## src/rtl/rlink_txarb.sv

```systemverilog
// rlink transmit byte-channel arbiter: packet-locked round-robin between NREQ
// requesters feeding one registered tx_data/tx_ena stage with downstream hold.
module rlink_txarb #(
  parameter int unsigned NREQ = 4,
  parameter int unsigned TOUT = 255
) (
  input  logic              clk,
  input  logic              reset,
  input  logic [NREQ-1:0]   req_val,
  input  logic [8*NREQ-1:0] req_data,
  input  logic [NREQ-1:0]   req_eop,
  output logic [NREQ-1:0]   req_hold,
  output logic [NREQ-1:0]   grant,
  output logic [7:0]        tx_data,
  output logic              tx_ena,
  input  logic              tx_hold,
  output logic              busy,
  output logic              tout_err
);

  localparam int unsigned IW   = (NREQ > 1) ? $clog2(NREQ) : 1;
  localparam int unsigned CW   = ($clog2(TOUT + 1) > 8) ? $clog2(TOUT + 1) : 8;
  localparam logic [CW-1:0] TLIM = CW'((TOUT == 0) ? 0 : TOUT - 1);

  localparam logic [0:0] S_IDLE = 1'b0;
  localparam logic [0:0] S_LOCK = 1'b1;

  logic [0:0]      state, state_nxt;
  logic [NREQ-1:0] grant_nxt;
  logic [IW-1:0]   gidx, gidx_nxt;
  logic [IW-1:0]   rr, rr_nxt;
  logic [CW-1:0]   cnt, cnt_nxt;
  logic [7:0]      tx_data_nxt;
  logic            tx_ena_nxt;
  logic            busy_nxt;
  logic            tout_err_nxt;

  logic            ld_ok;
  logic [NREQ-1:0] acc_vec;
  logic            acc;
  logic [7:0]      sel_data;
  logic            sel_eop;
  logic            sel_val;
  logic            found;
  logic [IW-1:0]   pick;
  logic [IW-1:0]   jj;

  // Byte acceptance: only the grantee can load, and only when the output slot frees up
  always_comb begin
    ld_ok    = ~tx_ena | ~tx_hold;
    acc_vec  = grant & req_val & {NREQ{ld_ok}};
    acc      = |acc_vec;
    req_hold = ~acc_vec;
    sel_data = 8'h00;
    sel_eop  = 1'b0;
    for (int i = 0; i < NREQ; i++) begin
      if (grant[i]) begin
        sel_data = req_data[8*i +: 8];
        sel_eop  = req_eop[i];
      end
    end
    sel_val = |(grant & req_val);
  end

  // Round-robin search starting just after the last released owner
  always_comb begin
    found = 1'b0;
    pick  = '0;
    jj    = '0;
    for (int unsigned k = 1; k <= NREQ; k++) begin
      jj = IW'((32'(rr) + k) % NREQ);
      if (!found && req_val[jj]) begin
        found = 1'b1;
        pick  = jj;
      end
    end
  end

  always_comb begin
    state_nxt    = state;
    grant_nxt    = grant;
    gidx_nxt     = gidx;
    rr_nxt       = rr;
    cnt_nxt      = cnt;
    tx_data_nxt  = tx_data;
    tx_ena_nxt   = tx_ena;
    busy_nxt     = busy;
    tout_err_nxt = 1'b0;

    if (acc) begin
      tx_data_nxt = sel_data;
      tx_ena_nxt  = 1'b1;
    end else if (!tx_hold) begin
      tx_ena_nxt  = 1'b0;
    end

    case (state)
      S_IDLE: begin
        if (found) begin
          grant_nxt       = '0;
          grant_nxt[pick] = 1'b1;
          gidx_nxt        = pick;
          busy_nxt        = 1'b1;
          cnt_nxt         = '0;
          state_nxt       = S_LOCK;
        end
      end
      default: begin
        if (acc && sel_eop) begin
          grant_nxt = '0;
          busy_nxt  = 1'b0;
          rr_nxt    = gidx;
          cnt_nxt   = '0;
          state_nxt = S_IDLE;
        end else if (sel_val) begin
          cnt_nxt = '0;
        end else if (!ld_ok) begin
          cnt_nxt = cnt;
        end else if ((TOUT != 0) && (cnt == TLIM)) begin
          grant_nxt    = '0;
          busy_nxt     = 1'b0;
          rr_nxt       = gidx;
          cnt_nxt      = '0;
          tout_err_nxt = 1'b1;
          state_nxt    = S_IDLE;
        end else begin
          cnt_nxt = cnt + CW'(1);
        end
      end
    endcase
  end

  always_ff @(posedge clk) begin
    if (reset) begin
      state    <= S_IDLE;
      grant    <= '0;
      gidx     <= '0;
      rr       <= IW'(NREQ - 1);
      cnt      <= '0;
      tx_data  <= 8'h00;
      tx_ena   <= 1'b0;
      busy     <= 1'b0;
      tout_err <= 1'b0;
    end else begin
      state    <= state_nxt;
      grant    <= grant_nxt;
      gidx     <= gidx_nxt;
      rr       <= rr_nxt;
      cnt      <= cnt_nxt;
      tx_data  <= tx_data_nxt;
      tx_ena   <= tx_ena_nxt;
      busy     <= busy_nxt;
      tout_err <= tout_err_nxt;
    end
  end

endmodule

```

## config.mk

```make
export PLATFORM = sky130hd
export DESIGN_NAME = rlink_txarb
export DESIGN_NICKNAME = d
export VERILOG_FILES = /design/src/rtl/rlink_txarb.sv
export SDC_FILE = /design/constraint.sdc
export NUM_CORES = 1
export LEC_CHECK = 0
export CAP_MARGIN = 20
export CORE_AREA = 2 2 63 65
export CTS_CLUSTER_SIZE = 12
export DETAILED_ROUTE_END_ITERATION = 12
export DIE_AREA = 0 0 65 67
export GPL_TIMING_DRIVEN = 0
export PLACE_DENSITY_LB_ADDON = 0.1
export REMOVE_ABC_BUFFERS = 1
export SLEW_MARGIN = 10
export SYNTH_ARGS = -nofsm -noshare
export SYNTH_HDL_FRONTEND = slang
export SYNTH_SLANG_ARGS = --single-unit
```

## constraint.sdc

```tcl
create_clock -name clk -period 4.3 [get_ports clk]
set_clock_uncertainty 0.05 [all_clocks]
set_input_delay 0.86 -clock clk [delete_from_list [all_inputs] [get_ports clk]]
set_output_delay 0.86 -clock clk [all_outputs]
set_load 0.01 [all_outputs]
```

==> key figures, run 1 <==
Status
  • Outcome: complete, no violations

Global routing
  • Gr ovfl total: 0
  • Antenna violations before repair: 0
  • Via count of the first global-routing pass: 1445
  • Overall routing resource usage: 0.198
  • First-pass GRT wire length: 6.91 mm
  • Largest net degree at the start of global routing: 24

Layout
  • Most common cell after layout, fill and taps aside: clkdlybuf4s50_1
  • P&R area growth vs syn: 38.0%
  • Most frequent cells in the layout: 61 x clkdlybuf4s50_1, 29 x a21oi_1, 28 x dfxtp_1
  • Final net count: ~310
  • Post-route cell area: 0.00231 sq mm
  • Diodes inserted: 0
  • Fillers: ~320
  • Share of layout cells above drive strength 1: 0.0581

Clock network
  • H-tree depth: 1
  • # hold bufs at CTS: 0
  • # resized after CTS: 0
  • Post-CTS setup buffers: 0
  • Clock transition at path regs: 0.09 ns
  • Clk Latency, worst-skew pair: 0.27 ns
  • Sink Count: 28
  • CTS tree: built
  • Cts bufs inserted: 3
  • Max clock buf depth: 2
  • CTS root buffer: clkbuf_8

Worst setup path
  • Reg2reg setup slack: between 1.5 and 2 ns
  • Worst Path Max Fanout: 10
  • Setup crit end kind: output pin
  • Setup CP Type: input port to output pin
  • CP arrival: 2.27 ns
  • CP Launch Type: input port
  • CP Data Required Time: 3.39 ns

Drt
  • Via count: 1683
  • Final wirelength: between 4 and 5 mm
  • Routed len/inst: 14.4 um
  • DRC: 0
  • Antenna-violating nets left: 0
  • First drt pass iteration count: 4
  • Vias per cell: 5.50
  • Starting DRT DRC Count: 97

Logic synthesis
  • Cell variety after synth: 43
  • Biggest area consumer among synthesized cells: dfxtp_1
  • Synth area leaders: dfxtp_1 33%, a21oi_1 8.7%, a221oi_1 4.2%
  • Yosys warns: 0
  • #FFs+latches synth: 28
  • EDFF count, synth: 0
  • Synth Flop Type: dfxtp_1
  • Post-Synthesis Cells: about 210
  • Mapped cell area: 0.00168 sq mm
  • Post-synth top area share: 0.335
  • Sequential share of the synthesized area: 0.335
  • Asr flop ratio synth: 0
  • Synthesized area per cell: 8.02 sq um

Power and ir drop
  • Sequential group share of total power: 0.488
  • Psw: 0.173 mW
  • Pwr Density: 262 mW/mm^2
  • Sw frac: 0.286
  • Comb pwr share: 0.282
  • Cell Int Power: around 0.43 mW
  • Total chip power: around 0.61 mW
  • VDD IR-drop max: 0.163 mV
  • Leak pwr: between 0.8 and 0.9 nW
  • Power share of the clock group: 0.229

Die
  • Core ar.: 0.00361 sq mm
  • Die ar.: 0.00436 sq mm
  • Ports: 62
  • DIE HEIGHT: between 60 and 70 um
  • Die Wd: 65 um
  • FP Rows: 22
  • Initial Util: 0.465

STA
  • Setup Total Neg Slack: 0 ns
  • Fin. max-slew vios: 0
  • Slew @ Worst Pin: ~0.86 ns
  • Final Setup Violations: 0
  • Final Hold Slack: ~0.42 ns
  • Fmax: 0.315 GHz
  • Final Critical Period: 3.18 ns
  • Fin crit share: 0.739
  • Final Hold Vio Count: 0
  • Slew headroom: 0.428
  • RSZ-0062 raised after global routing: no

Place
  • Post-place instance area: 0.00227 sq mm
  • Routability-driven placement congestion ratio: 0.835
  • Post-DP HPWL: about 3.2 mm
  • # port buffers: 61

Hold path
  • Hold Crit Class: register to register

Run
  • Total of max-cap violations: 0
flip-flops by register name, indices dropped and copies added (netlist names):
signal and count:
cnt 8, tx_data 8, grant 4, gidx 2, rr 2, busy 1
state 1, tout_err 1, tx_ena 1
Yosys cell counts (2+ instances only):
cell type and number:
a221oi_1 8, nor2_1 12, inv_1 3, ha_1 2
o21ai_1 3, dfxtp_1 28, or2_1 2, nand2b_1 2
nor2b_1 10, a21oi_1 29, nor3_1 14, a22oi_4 2
and4_1 2, clkbuf_1 7, buf_2 6, and3_1 2
or3_1 2, and2_1 3, nand2_1 14, nand3b_1 3
a211oi_2 2, nor3b_2 3, o21ai_0 11, a31oi_1 5
nand4_1 3, nand3_1 14
worst max-delay path, cell delays in order:
cell	delay [ns]
clkdlybuf4s50_1	0.47
nand2_1	0.21
nand3_1	0.18
clkdlybuf4s50_1	0.55
logic make-up after synthesis:
group / after synthesis / share of synthesized area
AOI/OAI and AO/OA: 70 / 0.293
buffers and inverters: 18 / 0.0515
muxes: 1 / 0.00597
DFF: 28 / 0.335
and+or+nand+nor: 90 / 0.300
adders and majority gates: 2 / 0.0149
power groups by stage:
stage / Sequential, mW / Combinational [mW] / Clock (mW)
after floorplan: 0.305 / 0.0749 / 0
after global placement: 0.302 / 0.170 / 0
after detailed placement: 0.302 / 0.171 / 0
after CTS: 0.296 / 0.172 / 0.144
after global routing: 0.299 / 0.188 / 0.153
final: 0.296 / 0.171 / 0.139
routing by layer:
layer	vias to the layer above	global-route usage	wire [um]
met5	-	0	0
met4	0	0.0452	40
met3	6	0.0253	191
met2	38	0.323	2140
met1	763	0.277	2030
li1	876	-	-
area by class of cell:
| cell class | instances | area (sq um) | share of cell area |
|---|---|---|---|
| Multi-Input combinational cell | 163 | 1030 | 0.445 |
| Clock buffer | 3 | 41.3 | 0.0179 |
| Sequential cell | 28 | 561 | 0.242 |
| Timing Repair Buffer | 61 | 611 | 0.264 |
| Tap cell | 48 | 60.1 | 0.0260 |
| Inverter | 3 | 11.3 | 0.00487 |
path summary, 6_finish.rpt:
path	startpoint	end	cells past startpoint
worst max-delay path	tx_hold	req_hold[2]	4
worst min-delay path	gidx[1]$_SDFFE_PP0P_	gidx[1]$_SDFFE_PP0P_	2
worst min register to register	gidx[1]$_SDFFE_PP0P_	gidx[1]$_SDFFE_PP0P_	2
worst max register to register	grant[3]$_SDFFE_PP0P_	rr[0]$_SDFFE_PP1P_	5
per-stage QoR:
stage | instances | setup WS [ns] | util
floorplan | 194 | 2.18 | -
global placement | 303 | 1.15 | 0.630
detailed placement | 303 | 1.13 | 0.630
CTS | 306 | 1.14 | 0.641
global route | 306 | 1.05 | 0.641
finish | 306 | 1.12 | 0.641
Power figures use the tool's default switching activity.
==> inputs of run 2 (changes only) <==
--- a/config.mk
+++ b/config.mk
@@ -6,10 +6,10 @@
 export NUM_CORES = 1
 export LEC_CHECK = 0
 export CAP_MARGIN = 20
-export CORE_AREA = 2 2 63 65
+export CORE_AREA = 2 2 68 70
 export CTS_CLUSTER_SIZE = 12
 export DETAILED_ROUTE_END_ITERATION = 12
-export DIE_AREA = 0 0 65 67
+export DIE_AREA = 0 0 70 72
 export GPL_TIMING_DRIVEN = 0
 export PLACE_DENSITY_LB_ADDON = 0.1
 export REMOVE_ABC_BUFFERS = 1
==> constraint.sdc (replaced) <==
create_clock -name clk -period 2.7 [get_ports clk]
set_clock_uncertainty 0.05 [all_clocks]
set_input_delay 0.54 -clock clk [delete_from_list [all_inputs] [get_ports clk]]
set_output_delay 0.54 -clock clk [all_outputs]
set_load 0.01 [all_outputs]
==> key figures, run 2 (synthesis results as in run 1) <==
STA
  • RSZ-0062 raised after global routing: no (unchanged)
  • Fmax: ~0.39 GHz
  • Fin crit share: 0.949
  • Final Setup Violations: 0 (unchanged)
  • Slew @ Worst Pin: 0.768 ns (was 0.857 ns)
  • Final Hold Vio Count: 0 (unchanged)
  • Fin. max-slew vios: 0 (unchanged)
  • Slew headroom: 0.488 (was 0.428)
  • Final Critical Period: 2.56 ns

Clock network
  • CTS root buffer: clkbuf_8 (unchanged)
  • H-tree depth: 1 (unchanged)
  • Max clock buf depth: 2 (unchanged)
  • CTS tree: built (unchanged)
  • Cts bufs inserted: 3 (unchanged)
  • Sink Count: 28 (unchanged)
  • Clock transition at path regs: 0.09 ns (about the same)
  • Post-CTS setup buffers: 0 (unchanged)
  • Clk Latency, worst-skew pair: 0.28 ns (was 0.27 ns)

Layout
  • Post-layout util: 0.544 (was 0.641)
  • P&R area growth vs syn: 38.4% (was 38.0%)
  • Finished Layout Cells: 310 (was 306)
  • Most frequent cells in the layout: 61 x clkdlybuf4s50_1, 29 x a21oi_1, 27 x dfxtp_1 (was 61 x clkdlybuf4s50_1, 29 x a21oi_1, 28 x dfxtp_1)
  • Registers with the most flip-flops: cnt: 8 flops, tx_data: 8 flops, grant: 4 flops (unchanged)
  • Diodes inserted: 0 (unchanged)
  • Final net count: 305 (unchanged)
  • Most common cell after layout, fill and taps aside: clkdlybuf4s50_1 (unchanged)
  • Share of layout cells above drive strength 1: 0.0620 (was 0.0581)

Worst setup path
  • CP Data Required Time: 2.11 ns (was 3.39 ns)
  • Setup CP Type: input port to output pin (unchanged)
  • CP arrival: 1.97 ns (was 2.27 ns)
  • Worst Path Max Fanout: 10 (unchanged)
  • CP Launch Type: input port (unchanged)
  • Setup crit end kind: output pin (unchanged)
  • Reg2reg setup slack: 0.35 ns (was 1.85 ns)

Power and ir drop
  • Psw: 0.285 mW (was 0.173 mW)
  • VDD IR-drop max: 0.231 mV (was 0.163 mV)
  • Cell Int Power: 0.690 mW (was 0.433 mW)
  • Comb pwr share: 0.278 (was 0.282)
  • Pwr Density: 421 mW/mm^2 (was 262 mW/mm^2)
  • Power share of the clock group: 0.237 (was 0.229)
  • Sequential group share of total power: 0.485 (was 0.488)
  • Leak pwr: 0.848 nW (was 0.847 nW)
  • Sw frac: 0.293 (was 0.286)

Drt
  • Routed len/inst: 14.5 um (was 14.4 um)
  • First drt pass iteration count: 4 (unchanged)
  • Vias per cell: 5.51 (was 5.50)
  • Antenna-violating nets left: 0 (unchanged)
  • Via count: 1707 (was 1683)
  • Final wirelength: 4.51 mm (was 4.41 mm)
  • DRC: 0 (unchanged)
  • Starting DRT DRC Count: 54 (was 97)

Global routing
  • Overall routing resource usage: 0.182 (was 0.198)
  • Gr ovfl total: 0 (unchanged)
  • First-pass GRT wire length: 7.52 mm (was 6.91 mm)
  • Via count of the first global-routing pass: 1598 (was 1445)
  • Largest net degree at the start of global routing: 24 (unchanged)
  • Antenna violations before repair: 0 (unchanged)

Place
  • Routability-driven placement congestion ratio: 0.789 (was 0.835)
  • # port buffers: 61 (unchanged)
  • Post-DP HPWL: 3.28 mm (was 3.23 mm)
  • Post-Place Cells: 307 (was 303)

Die
  • Die ar.: 0.00504 sq mm (was 0.00436 sq mm)
  • Core ar.: 0.00426 sq mm (was 0.00361 sq mm)
  • DIE HEIGHT: 72 um (was 67 um)
  • Initial Util: 0.393 (was 0.465)
  • Die Wd: 70 um (was 65 um)
  • Ports: 62 (unchanged)
  • FP Rows: 24 (was 22)

Status
  • Outcome: complete, no violations (unchanged)

Run
  • Total of max-cap violations: 0 (unchanged)

Hold path
  • Hold Crit Class: register to register (unchanged)
run 2: worst paths after layout:
kind | startpoint | end | cells past startpoint
setup / recovery | tx_hold | req_hold[0] | 4
hold / removal | gidx[1]$_SDFFE_PP0P_ | gidx[1]$_SDFFE_PP0P_ | 2
setup reg to reg | grant[2]$_SDFFE_PP0P_ | rr[0]$_SDFFE_PP1P_ | 5
hold reg to reg | gidx[1]$_SDFFE_PP0P_ | gidx[1]$_SDFFE_PP0P_ | 2
run 2: layout make-up:
type,count,area [sq um]
clock buffer,3,41.3
fill,446,1950
inverter,3,11.3
multi-input combinational,163,1030
sequential,28,562
tap,52,65.1
timing repair buffer,61,611
run 2: what timing repair did:
item / in CTS / in global routing
hold buffers: 0 / 0
gates resized for setup: 0 / 1
endpoints found under the setup margin: 0 / 4
run 2: stage by stage:
| step | total power, mW | worst slack, ns | hold slack (ns) | instance area (sq um) | setup TNS [ns] |
|---|---|---|---|---|---|
| final | 0.975 | 0.138 | 0.421 | 2320 | 0 |
| after global routing | 1.03 | 0.0480 | 0.474 | 2320 | 0 |
| after CTS | 0.986 | 0.139 | 0.426 | 2320 | 0 |
| after detailed placement | 0.755 | -0.112 | 0.412 | 2280 | -0.626 |
| after global placement | 0.753 | -0.0953 | 0.400 | 2280 | -0.479 |
| after floorplan | 0.605 | 0.698 | 0.381 | 1600 | 0 |
run 2: routing by layer:
layer  global-route usage  routed length [um]  vias to the layer above
li1                     -                   -                      879
met5                    0                   0                        -
met3               0.0333                 275                        5
met4               0.0641                  65                        0
met1                0.242                2250                      774
met2                0.299                1920                       49
run 2: worst max-delay path: stages:
cell and delay [ns]:
clkdlybuf4s50_1 0.47, nand2_1 0.24, nand3_1 0.17, clkdlybuf4s50_1 0.56
run 2: power by group through the flow:
stage	clock network [mW]	logic, mW	registers, mW
2_1_floorplan	0	0.119	0.486
3_3_place_gp	0	0.272	0.481
3_5_place_dp	0	0.273	0.482
4_1_cts	0.239	0.274	0.472
5_1_grt	0.255	0.299	0.478
6_report	0.231	0.271	0.473
==> inputs of run 3 (changes only) <==
--- a/config.mk
+++ b/config.mk
@@ -11,6 +11,7 @@
 export DETAILED_ROUTE_END_ITERATION = 12
 export DIE_AREA = 0 0 70 72
 export GPL_TIMING_DRIVEN = 0
+export MAX_ROUTING_LAYER = met4
 export PLACE_DENSITY_LB_ADDON = 0.1
 export REMOVE_ABC_BUFFERS = 1
 export SLEW_MARGIN = 10
==> key figures, run 3 (synthesis results as in run 1) <==
Die
  • Initial Util: 0.393 (unchanged)
  • Die ar.: 0.00504 sq mm (unchanged)
  • FP Rows: 24 (unchanged)
  • Ports: 62 (unchanged)
  • Die Wd: 70 um (unchanged)
  • Core ar.: 0.00426 sq mm (unchanged)
  • DIE HEIGHT: 72 um (unchanged)

Layout
  • Area occupied by multi-input gates: 0.00103 sq mm (unchanged)
  • Most common cell after layout, fill and taps aside: clkdlybuf4s50_1 (unchanged)
  • P&R area growth vs syn: 38.4% (unchanged)
  • Post-route cell area: 0.00232 sq mm (unchanged)
  • Sequential cell area: 562 sq um (unchanged)
  • Final net count: 305 (unchanged)
  • Diodes inserted: 0 (unchanged)
  • Registers with the most flip-flops: cnt: 8 flops, tx_data: 8 flops, grant: 4 flops (unchanged)
  • Share of layout cells above drive strength 1: 0.0620 (unchanged)
  • Most frequent cells in the layout: 61 x clkdlybuf4s50_1, 29 x a21oi_1, 27 x dfxtp_1 (unchanged)
  • Fillers: 446 (unchanged)
  • Post-layout util: 0.544 (unchanged)

Worst setup path
  • CP Data Required Time: 2.11 ns (about the same)
  • Slowest stage delay, CP: 0.56 ns (about the same)
  • Crit path from: tx_hold (unchanged)
  • Reg2reg end: rr[0]$_SDFFE_PP1P_ (unchanged)
  • R2r worst-path depth: 5 (unchanged)
  • Worst Path Max Fanout: 10 (unchanged)
  • Setup CP Type: input port to output pin (unchanged)
  • Reg2reg setup slack: 0.35 ns (about the same)
  • Worst flop-to-flop path startpoint: grant[2]$_SDFFE_PP0P_ (unchanged)
  • Crit path cell chain: clkdlybuf4s50_1, nand2_1, nand3_1, clkdlybuf4s50_1 (unchanged)
  • Setup crit end kind: output pin (unchanged)
  • CP Launch Type: input port (unchanged)
  • Crit-path slowest cell: clkdlybuf4s50_1 (unchanged)
  • CP endpoint: req_hold[0] (unchanged)
  • CP arrival: 1.97 ns (about the same)
  • Most frequent CP cell: clkdlybuf4s50_1 (unchanged)

Run
  • Total of max-cap violations: 0 (unchanged)

Power and ir drop
  • VDD IR-drop max: 0.231 mV (about the same)
  • Pwr Density: 420 mW/mm^2 (was 421 mW/mm^2)
  • Leak pwr: 0.848 nW (unchanged)

STA
  • Final Hold Vio Count: 0 (unchanged)
  • Worst setup margin: 0.138 ns (about the same)
  • Final Setup Violations: 0 (unchanged)
  • RSZ-0062 raised after global routing: no (unchanged)
  • Slew @ Worst Pin: 0.768 ns (about the same)
  • Fin crit share: 0.949 (about the same)
  • Fin. max-slew vios: 0 (unchanged)
  • Final Critical Period: 2.56 ns (about the same)
  • Setup Total Neg Slack: 0 ns (unchanged)
  • Slew headroom: 0.488 (about the same)
  • Fmax: 0.390 GHz (about the same)

Drt
  • Vias per cell: 5.50 (was 5.51)
  • Via count: 1704 (was 1707)
  • Starting DRT DRC Count: 52 (was 54)
  • Routed len/inst: 14.5 um (about the same)
  • Antenna-violating nets left: 0 (unchanged)
  • First drt pass iteration count: 4 (unchanged)
  • Final wirelength: 4.51 mm (about the same)
  • DRC: 0 (unchanged)

Global routing
  • Gr ovfl total: 0 (unchanged)
  • Overall routing resource usage: 0.188 (was 0.182)
  • Largest net degree at the start of global routing: 24 (unchanged)
  • First-pass GRT wire length: 7.53 mm (was 7.52 mm)
  • Via count of the first global-routing pass: 1590 (was 1598)
  • Antenna violations before repair: 0 (unchanged)

Status
  • Outcome: complete, no violations (unchanged)

Clock network
  • CTS root buffer: clkbuf_8 (unchanged)
  • Cts bufs inserted: 3 (unchanged)
  • H-tree depth: 1 (unchanged)
  • CTS tree: built (unchanged)
  • Max clock buf depth: 2 (unchanged)
  • Sink Count: 28 (unchanged)
  • Clock transition at path regs: 0.09 ns (about the same)
  • Clk Latency, worst-skew pair: 0.28 ns (about the same)

Place
  • Post-DP HPWL: 3.28 mm (unchanged)
  • # port buffers: 61 (unchanged)
  • Setup WS pre-CTS: -0.112 ns (unchanged)
  • Post-place instance area: 0.00228 sq mm (unchanged)
  • Routability-driven placement congestion ratio: 0.800 (was 0.789)

Hold path
  • Hold Crit Class: register to register (unchanged)
run 3: area by class of cell:
type                    instances  area share
repair buffers                 61       0.263
multi-input cells             163       0.444
inverters                       3     0.00486
clock buffers                   3      0.0178
flip-flops and latches         28       0.242
well taps                      52      0.0281
run 3: worst max-delay path, delay by kind of cell:
family	cells	cell delay [ns]
AND/OR/NAND/NOR	2	0.41
buffers and inverters	2	1.03
run 3: power by group:
group	switching (mW)	leakage [nW]	internal, mW
Clock	0.130	0.0216	0.101
Combinational	0.122	0.597	0.149
Sequential	0.0322	0.229	0.440
run 3: worst min path at each step:
stage	from	endpoint	slack [ns]	cells past startpoint
global placement	gidx[1]$_SDFFE_PP0P_	gidx[1]$_SDFFE_PP0P_	0.40	2
detailed placement	gidx[1]$_SDFFE_PP0P_	gidx[1]$_SDFFE_PP0P_	0.41	2
global route	gidx[1]$_SDFFE_PP0P_	gidx[1]$_SDFFE_PP0P_	0.47	2
floorplan	gidx[1]$_SDFFE_PP0P_	gidx[1]$_SDFFE_PP0P_	0.38	2
CTS	gidx[1]$_SDFFE_PP0P_	gidx[1]$_SDFFE_PP0P_	0.43	2
finish	gidx[1]$_SDFFE_PP0P_	gidx[1]$_SDFFE_PP0P_	0.42	2
run 3: per-layer routing:
layer	vias to the layer above	track usage	wire length, um
met2	47	0.298	1910
met4	0	0.0641	65
met5	-	-	0
met3	5	0.0333	270
li1	878	-	-
met1	774	0.244	2260
run 3: through the flow:
step                      hold WS [ns]  std cells  power [mW]
final                            0.421        310       0.975
after global routing             0.474        310        1.03
after CTS                        0.426        310       0.986
after detailed placement         0.412        307       0.755
after global placement           0.400        307       0.753
after floorplan                  0.381        194       0.605
run 3: what timing repair did:
item                                    in CTS  in global routing
endpoints found under the setup margin       0                  4
resized for setup                            0                  1
hold buffers                                 0                  0
setup buffers                                0                  0
